`src/rtl/loader_pkg.sv`:
```
// Shared types and constants for the boot-time instruction loader.
package loader_pkg;

    typedef enum logic [2:0] {
        LEN_LO,
        LEN_HI,
        DATA,
        FLUSH,
        DONE,
        ERR
    } loader_state_t;

    localparam int LenBytes  = 2;
    localparam int WordBytes = 4;

endpackage

```
`src/rtl/instr_loader_if.sv`:
```
// Byte-stream valid/ready handshake between a stream source and the loader.
interface instr_loader_if;

    logic       byte_valid_i;
    logic [7:0] byte_data_i;
    logic       byte_ready_o;

    modport master (output byte_valid_i, output byte_data_i, input byte_ready_o);
    modport slave  (input byte_valid_i, input byte_data_i, output byte_ready_o);

endinterface

```
`src/rtl/instr_loader.sv`:
```
// Packs a length-prefixed little-endian byte stream into instruction words
// and writes them to imem from address 0, holding the core in reset until done.
//
// state  | meaning
// LEN_LO | waiting for word-count low byte
// LEN_HI | waiting for word-count high byte; validates the count
// DATA   | packing bytes, one imem write per four bytes
// FLUSH  | final write strobe in flight, stream paused
// DONE   | load complete, core released
// ERR    | word count exceeds capacity, core held in reset
module instr_loader
    import loader_pkg::*;
#(
    parameter int AddressWidth = 10
) (
    input  logic                    clk_i,
    input  logic                    rst_i,
    instr_loader_if.slave           stream,
    output logic                    imem_wr_en_o,
    output logic [AddressWidth-1:0] imem_wr_addr_o,
    output logic [31:0]             imem_wr_data_o,
    output logic                    cpu_rst_o,
    output logic                    done_o,
    output logic                    err_o,
    output logic [15:0]             words_loaded_o
);

    localparam logic [16:0] Capacity = 17'(1) << (AddressWidth - 2);
    localparam logic [AddressWidth-3:0] PtrOne = {{(AddressWidth-3){1'b0}}, 1'b1};

    loader_state_t state_q, state_d;

    logic [15:0]             len_q;
    logic [15:0]             words_q;
    logic [AddressWidth-3:0] wr_ptr_q;
    logic [1:0]              byte_cnt_q;
    logic [23:0]             word_q;
    logic                    wr_en_q;
    logic [AddressWidth-1:0] wr_addr_q;
    logic [31:0]             wr_data_q;

    logic        xfer;
    logic        last_byte;
    logic        last_word;
    logic [15:0] len_full;

    assign xfer      = stream.byte_valid_i & stream.byte_ready_o;
    assign last_byte = (byte_cnt_q == 2'(WordBytes - 1));
    assign last_word = ((words_q + 16'd1) == len_q);
    assign len_full  = {stream.byte_data_i, len_q[7:0]};

    always_ff @(posedge clk_i) begin
        if (rst_i) begin
            state_q <= LEN_LO;
        end else begin
            state_q <= state_d;
        end
    end

    always_comb begin
        state_d = state_q;
        unique case (state_q)
            LEN_LO: if (xfer) state_d = LEN_HI;
            LEN_HI: begin
                if (xfer) begin
                    if (len_full == 16'd0) begin
                        state_d = DONE;
                    end else if ({1'b0, len_full} > Capacity) begin
                        state_d = ERR;
                    end else begin
                        state_d = DATA;
                    end
                end
            end
            DATA:   if (xfer && last_byte && last_word) state_d = FLUSH;
            FLUSH:  state_d = DONE;
            DONE:   state_d = DONE;
            ERR:    state_d = ERR;
            default: state_d = LEN_LO;
        endcase
    end

    always_comb begin
        stream.byte_ready_o = 1'b0;
        cpu_rst_o           = 1'b1;
        done_o              = 1'b0;
        err_o               = 1'b0;
        unique case (state_q)
            LEN_LO, LEN_HI, DATA: stream.byte_ready_o = 1'b1;
            DONE: begin
                done_o    = 1'b1;
                cpu_rst_o = 1'b0;
            end
            ERR:     err_o = 1'b1;
            default: ;
        endcase
    end

    // Separate address pointer avoids slicing the 16-bit word count.
    always_ff @(posedge clk_i) begin
        if (rst_i) begin
            len_q      <= '0;
            words_q    <= '0;
            wr_ptr_q   <= '0;
            byte_cnt_q <= '0;
            word_q     <= '0;
            wr_en_q    <= 1'b0;
            wr_addr_q  <= '0;
            wr_data_q  <= '0;
        end else begin
            wr_en_q <= 1'b0;
            if (xfer) begin
                unique case (state_q)
                    LEN_LO: len_q[7:0]  <= stream.byte_data_i;
                    LEN_HI: len_q[15:8] <= stream.byte_data_i;
                    DATA: begin
                        if (last_byte) begin
                            wr_data_q  <= {stream.byte_data_i, word_q};
                            wr_addr_q  <= {wr_ptr_q, 2'b00};
                            wr_en_q    <= 1'b1;
                            words_q    <= words_q + 16'd1;
                            wr_ptr_q   <= wr_ptr_q + PtrOne;
                            byte_cnt_q <= '0;
                        end else begin
                            case (byte_cnt_q)
                                2'd0:    word_q[7:0]   <= stream.byte_data_i;
                                2'd1:    word_q[15:8]  <= stream.byte_data_i;
                                default: word_q[23:16] <= stream.byte_data_i;
                            endcase
                            byte_cnt_q <= byte_cnt_q + 2'd1;
                        end
                    end
                    default: ;
                endcase
            end
        end
    end

    assign imem_wr_en_o   = wr_en_q;
    assign imem_wr_addr_o = wr_addr_q;
    assign imem_wr_data_o = wr_data_q;
    assign words_loaded_o = words_q;

endmodule

```
`src/flat_wrapper.sv`:
```
// flat-port wrapper written by rule: the top's interface ports become plain ports
module instr_loader_flat import loader_pkg::*;
#(
    parameter int AddressWidth = 10
)
  (clk_i, rst_i, imem_wr_en_o, imem_wr_addr_o, imem_wr_data_o, cpu_rst_o, done_o, err_o, words_loaded_o, stream_byte_valid_i, stream_byte_data_i, stream_byte_ready_o);
  instr_loader_if stream_i ();
  input  logic clk_i;
  input  logic rst_i;
  output logic imem_wr_en_o;
  output logic [AddressWidth-1:0] imem_wr_addr_o;
  output logic [31:0] imem_wr_data_o;
  output logic cpu_rst_o;
  output logic done_o;
  output logic err_o;
  output logic [15:0] words_loaded_o;
  input wire logic [$bits(stream_i.byte_valid_i)-1:0] stream_byte_valid_i;
  input wire logic [$bits(stream_i.byte_data_i)-1:0] stream_byte_data_i;
  output wire logic [$bits(stream_i.byte_ready_o)-1:0] stream_byte_ready_o;
  assign stream_i.byte_valid_i = stream_byte_valid_i;
  assign stream_i.byte_data_i = stream_byte_data_i;
  assign stream_byte_ready_o = stream_i.byte_ready_o;
  instr_loader #(.AddressWidth(AddressWidth)) u_core (.clk_i(clk_i), .rst_i(rst_i), .stream(stream_i), .imem_wr_en_o(imem_wr_en_o), .imem_wr_addr_o(imem_wr_addr_o), .imem_wr_data_o(imem_wr_data_o), .cpu_rst_o(cpu_rst_o), .done_o(done_o), .err_o(err_o), .words_loaded_o(words_loaded_o));
endmodule
```
`config.mk`:
```
export PLATFORM = sky130hd
export DESIGN_NAME = instr_loader_flat
export DESIGN_NICKNAME = d
export VERILOG_FILES = /design/src/rtl/loader_pkg.sv /design/src/rtl/instr_loader_if.sv /design/src/rtl/instr_loader.sv /design/src/flat_wrapper.sv
export SDC_FILE = /design/constraint.sdc
export NUM_CORES = 1
export LEC_CHECK = 0
export ABC_AREA = 1
export CAP_MARGIN = 30
export CORE_ASPECT_RATIO = 0.5
export CORE_MARGIN = 4
export CORE_UTILIZATION = 25
export CTS_CLUSTER_SIZE = 10
export DETAILED_ROUTE_END_ITERATION = 16
export DONT_BUFFER_PORTS = 1
export SYNTH_ARGS = -nofsm -noshare
export SYNTH_HDL_FRONTEND = slang
export SYNTH_SLANG_ARGS = --single-unit
```
`constraint.sdc`:
```
create_clock -name clk_i -period 2.8 [get_ports clk_i]
set_input_delay 0.56 -clock clk_i [delete_from_list [all_inputs] [get_ports clk_i]]
set_output_delay 0.56 -clock clk_i [all_outputs]
set_load 0.005 [all_outputs]
```
=== Word-level counts from Yosys, hierarchy flattened ===
Index checks and enable logic that the tools add are counted.
Widths: inputs -> output; s select.

* Reduce and logical (&&, ||, !) cells: 17
* Multiplexer cells: 12
* Order comparisons: 1
* Bitwise operators: 5
* Equality and inequality tests: 11
* Add/sub/neg operators: 3

{| class="wikitable"
|+ Operators with widths
! cell !! count
|-
| $add 16x1->16 const B || 1
|-
| $eq 16x16->1 || 1
|-
| $gt 16x9->1 const B || 1
|-
| $logic_not 16->1 || 1
|-
| $mux 3 || 5
|-
| $pmux 3 s5 || 1
|-
| $reduce_and 4->1 || 3
|-
| $add 8x1->8 const B || 1
|-
| $eq 3x2->1 const B || 2
|-
| $eq 3x3->1 const B || 2
|-
| $ne 2x1->1 const B || 3
|-
| $reduce_and 2->1 || 3
|-
| $reduce_and 3->1 || 2
|-
| $reduce_or 3->1 || 2
|-
| $mux 1 || 5
|-
| $not 1->1 || 4
|-
| $reduce_or 2->1 || 2
|-
| $eq 3x1->1 const B || 1
|-
| $logic_not 3->1 || 1
|-
| $add 2x1->2 const B || 1
|-
| $eq 2x1->1 const B || 1
|-
| $eq 2x2->1 const B || 1
|-
| $logic_and 1x1->1 || 2
|-
| $logic_not 2->1 || 1
|-
| other kinds (2) || 2
|}

* Word-level logic and storage cells: 61
* Bits in registers: 110
* Input bits: 11

=== Logic depth before layout (Yosys ltp) ===
* Word-level depth: 8
* Gate-level depth with buffers: 16
* Mapped depth without buffers: 16

=== Worst setup path after synthesis ===
No wires, ideal clock.

* Path type: flip-flop to flip-flop
* Start: register u_core.words_q[1] (netlist: u_core.words_loaded_o[1])
* End: register u_core.state_q[0]
* Stages on the path, launching flop included: 16
* Arrival time: 1637 ps
* Setup slack: 1048 ps
* Required time: 2685 ps
* Setup time: 115 ps
* Path through: dfxtp_1 -> ha_1 -> nand2_2 -> nor2_4 -> nand2_2 -> nand2_2 -> and2_1 -> nor2_1 -> nor2_1 -> nand2_1 -> nor2_1 -> nand2_1 -> nand2_2 -> nand3_1 -> nand2_1 -> nor2_1

* Cells in the longest elaborated chain, start to end: 5

{| class="wikitable"
|+ RTL lines
! element !! RTL line !! text
|-
| start, declared || instr_loader.sv:34 || <nowiki>logic [15:0] words_q;</nowiki>
|-
| start signal, assigned || instr_loader.sv:121 || <nowiki>words_q <= words_q + 16'd1;</nowiki>
|-
| $add 16x1->16 || instr_loader.sv:49 || <nowiki>assign last_word = ((words_q + 16'd1) == len_q);</nowiki>
|-
| $eq 16x16->1 || instr_loader.sv:49 ||
|-
| $logic_and 1x1->1 || instr_loader.sv:75 || <nowiki>DATA: if (xfer && last_byte && last_word) state_d = FLUSH;</nowiki>
|-
| $ne 2x1->1 (no line) || -- ||
|-
| $reduce_and 3->1 (no line) || -- ||
|-
| end signal, assigned || instr_loader.sv:56 || <nowiki>state_q <= state_d;</nowiki>
|-
| end, declared || instr_loader.sv:31 || <nowiki>loader_state_t state_q, state_d;</nowiki>
|}

Every way passes these cells.
A chain may end at the register's enable or synchronous reset.

=== Worst setup path in the final report ===
* Start: register u_core.words_q[0] (netlist: u_core.words_loaded_o[0])
* End: register u_core.state_q[0]

The elaborated chain is that of the path after synthesis.

==> impl_metrics.csv <==
group,metric,value,unit
grt,grt_start_max_net_pins,51,
final_layout,antennaDiodeCount,0,
synth,synth_top_cell_by_area,"dfxtp_1",
worst_setup_path,path_common_cell,"nand2_1",
die,initial_core_util,26.1,%
drt,wl_per_cell,13.5,microns
sta,rsz0062_at_grt,"false",
drt,drt_wl_total,12.5,mm
sta,max_freq,472,MHz
final_layout,regArea,0.00220,sq mm
drt,antenna_left,0,
min_path,holdCritPathClass,"input pin to register",
drt,drt_iter0_drc,228,
worst_setup_path,crit_buf_inv,0,
placed_design,dpl.hpwl,9.01,mm
pwr,p_leak,2.00,nW
pwr,p_clk_share,41.7,%
grt,grt_pass1_vias,3866,
worst_setup_path,cp_max_fo,5,
cts,cts_sinks,110,
sta,finalSetupTns,0,ns
cts,cts.hold.buffers_added,0,
worst_setup_path,critPathSlowestCell,"dfxtp_1",
cts,cts_inserted_buffers,9,
cts,clkTransAtPathRegs,0.08,ns
die,core-area,0.0188,sq mm
pwr,internal_power,2.27,mW
final_layout,multi_input_area,0.00232,sq mm
synth,synth_edf_count,0,
drt,drc_errors,0,
synth,ys_types,37,
grt,grt_pass1_wl,20.5,mm
synth,yosysMostFrequentCell,"nand2_1",
worst_setup_path,cp.arrival,2.36,ns
final_layout,drive_above_1_share,7.21,%
pwr,netSwitchingPower,0.736,mW
cts,cts_max_level,3,
sta,finalMaxSlewViolations,0,
synth,ys_async_sr_fraction,0,%
sta,hold_violations,0,
cts,post_cts_buffers,0,
synth,ys_seq_elements,110,
synth,syn_area,0.00490,sq mm
synth,synth-main-ff-cell,"dfxtp_1",
run_status,status,"completed",
pwr,seqPwrFrac,53.4,%
synth,synth_warnings,0,
final_layout,fillCellCount,2002,
drt,vias,4154,
worst_setup_path,critPathKind,"register to register",
worst_setup_path,path_cells,"ha_1 -> nand3_2 -> nor2_2 -> nand4_1 -> nand3_1 -> nand2_1 -> nor2_1 -> nand2_1 -> nor2_2 -> nand2_1 -> nand2_2 -> nand3_1 -> nand2_1 -> nor2_1",
grt,grt_antenna_before_repair,0,
cts,cts.path.max_buffers,2,
grt,globalRouteOverflowTotal,0,
worst_setup_path,critPathRequiredTime,3.05,ns
die,die_x,206,microns
worst_setup_path,cp_top_family,"simple AND/OR/NAND/NOR gates",
placed_design,port_buffers,0,
pwr,irDropWorstVdd,312,uV
final_layout,nNetsFinal,678,
sta,skew,0.00596,ns
synth,avgSynthCellArea,7.29,sq um
die,dieArea,0.0220,sq mm
grt,grt_use_total,11.7,%
cts,clock_latency,0.35,ns
cts,cts.repair.resized,0,
cts,cts_root_buffer,"clkbuf_16",
synth,ys_seq_area_share,45.0,%
synth,synthCells,672,
job,cap_violations,0,
pwr,power.density,553,mW/mm^2
synth,netlist.area_leader.share,45.0,%
final_layout,area_growth_syn_to_layout,11.0,%
drt,detail_route.vias_per_cell,4.49,
sta,hold_ws,0.269,ns
cts,cts_tree,"done",
pwr,swShare,24.5,%
worst_setup_path,cp-end-kind,"register",
die,rows,35,
sta,finalSetupViolations,0,
sta,finalCritPeriodShare,75.6,%
placed_design,gp_congestion,0.834,
worst_setup_path,cp-start-kind,"register",
die,fp.dieH,107,microns
pwr,power_frac_comb,4.9,%
sta,fin_crit,2.12,ns
synth,yosys-top-cells-count,"145 x nand2_1, 110 x dfxtp_1, 83 x a21oi_1, 77 x nor2_1, 61 x inv_1",
synth,yosys-top-cells-area,"dfxtp_1 45%, nand2_1 11%, a21oi_1 8.5%",
die,pin_count,74,
drt,first_pass_iters,5,
worst_setup_path,max_stage_delay,0.46,ns
[layout make-up]
cell class	count	area share, %
timing repair buffer	6	1.06
sequential	110	40.5
clock buffer	9	4.15
tap	259	5.96
inverter	64	4.42
multi-input combinational	470	42.7
clock inverter	7	1.13
[state kept, by name, indices dropped and copies added, names as in the netlist]
register,flops
u_core.imem_wr_addr_o,8
u_core.word_q,24
u_core.imem_wr_data_o,32
u_core.imem_wr_en_o,1
u_core.byte_cnt_q,2
u_core.words_loaded_o,16
u_core.len_q,16
u_core.state_q,3
u_core.wr_ptr_q,8
[worst paths after layout]
path | startpoint | endpoint | slack, ns | cells past startpoint
setup / recovery | u_core.words_loaded_o[0] | u_core.state_q[0] | 0.68 | 14
hold / removal | rst_i | u_core.imem_wr_data_o[10] | 0.27 | 1
setup reg to reg | u_core.words_loaded_o[0] | u_core.state_q[0] | 0.68 | 14
hold reg to reg | u_core.word_q[23] | u_core.word_q[23] | 0.46 | 2
[metal layers]
layer / vias up / part of all wire (%) / wire (microns) / GRT usage, %
li1: 2167 / - / - / -
met1: 1894 / 43 / 5380 / 14.1
met2: 81 / 47 / 5910 / 19.3
met3: 12 / 8.5 / 1060 / 4.41
met4: 0 / 1.4 / 180 / 3.65
met5: - / 0 / 0 / 0
[through the flow]
step	util, %	worst slack (ns)	total power [mW]	instances	cell area (sq um)
finish	28.9	0.683	3.00	925	5430
floorplan	-	1.05	1.76	673	4900
global placement	27.4	0.714	1.79	909	5150
detailed placement	27.4	0.718	1.79	909	5150
global route	28.9	0.447	3.13	925	5430
CTS	28.9	0.693	3.04	925	5430
[placed cells by master, fill, tap and decap left out, types with 3 or more instances in the layout]
cell         n
inv_6        3
nor3_1       4
nand2_1    145
o211ai_1     3
o21ai_0     59
nand3_2      3
nand4_1     12
nand2_2      9
buf_4        5
clkbuf_16    9
dfxtp_1    110
nor2_4       6
a21oi_1     83
inv_1       61
ha_1         6
nor2_1      77
nand3_1     36
nor2_2       3
[kinds of logic after synthesis]
group,share of synthesized area [%]
xor+xnor,1.99
flops,45.0
buf+inv,7.67
other cells,0.0766
simple gates,27.8
compound gates,15.9
fa+ha+maj,1.53
[power groups by stage]
stage / Sequential (mW) / Clock [mW] / Combinational [mW]
3_3_place_gp: 1.64 / 0 / 0.145
3_5_place_dp: 1.64 / 0 / 0.147
6_report: 1.60 / 1.25 / 0.147
2_1_floorplan: 1.63 / 0 / 0.127
5_1_grt: 1.61 / 1.35 / 0.169
4_1_cts: 1.60 / 1.29 / 0.147
(Power assumes the default switching activity.)
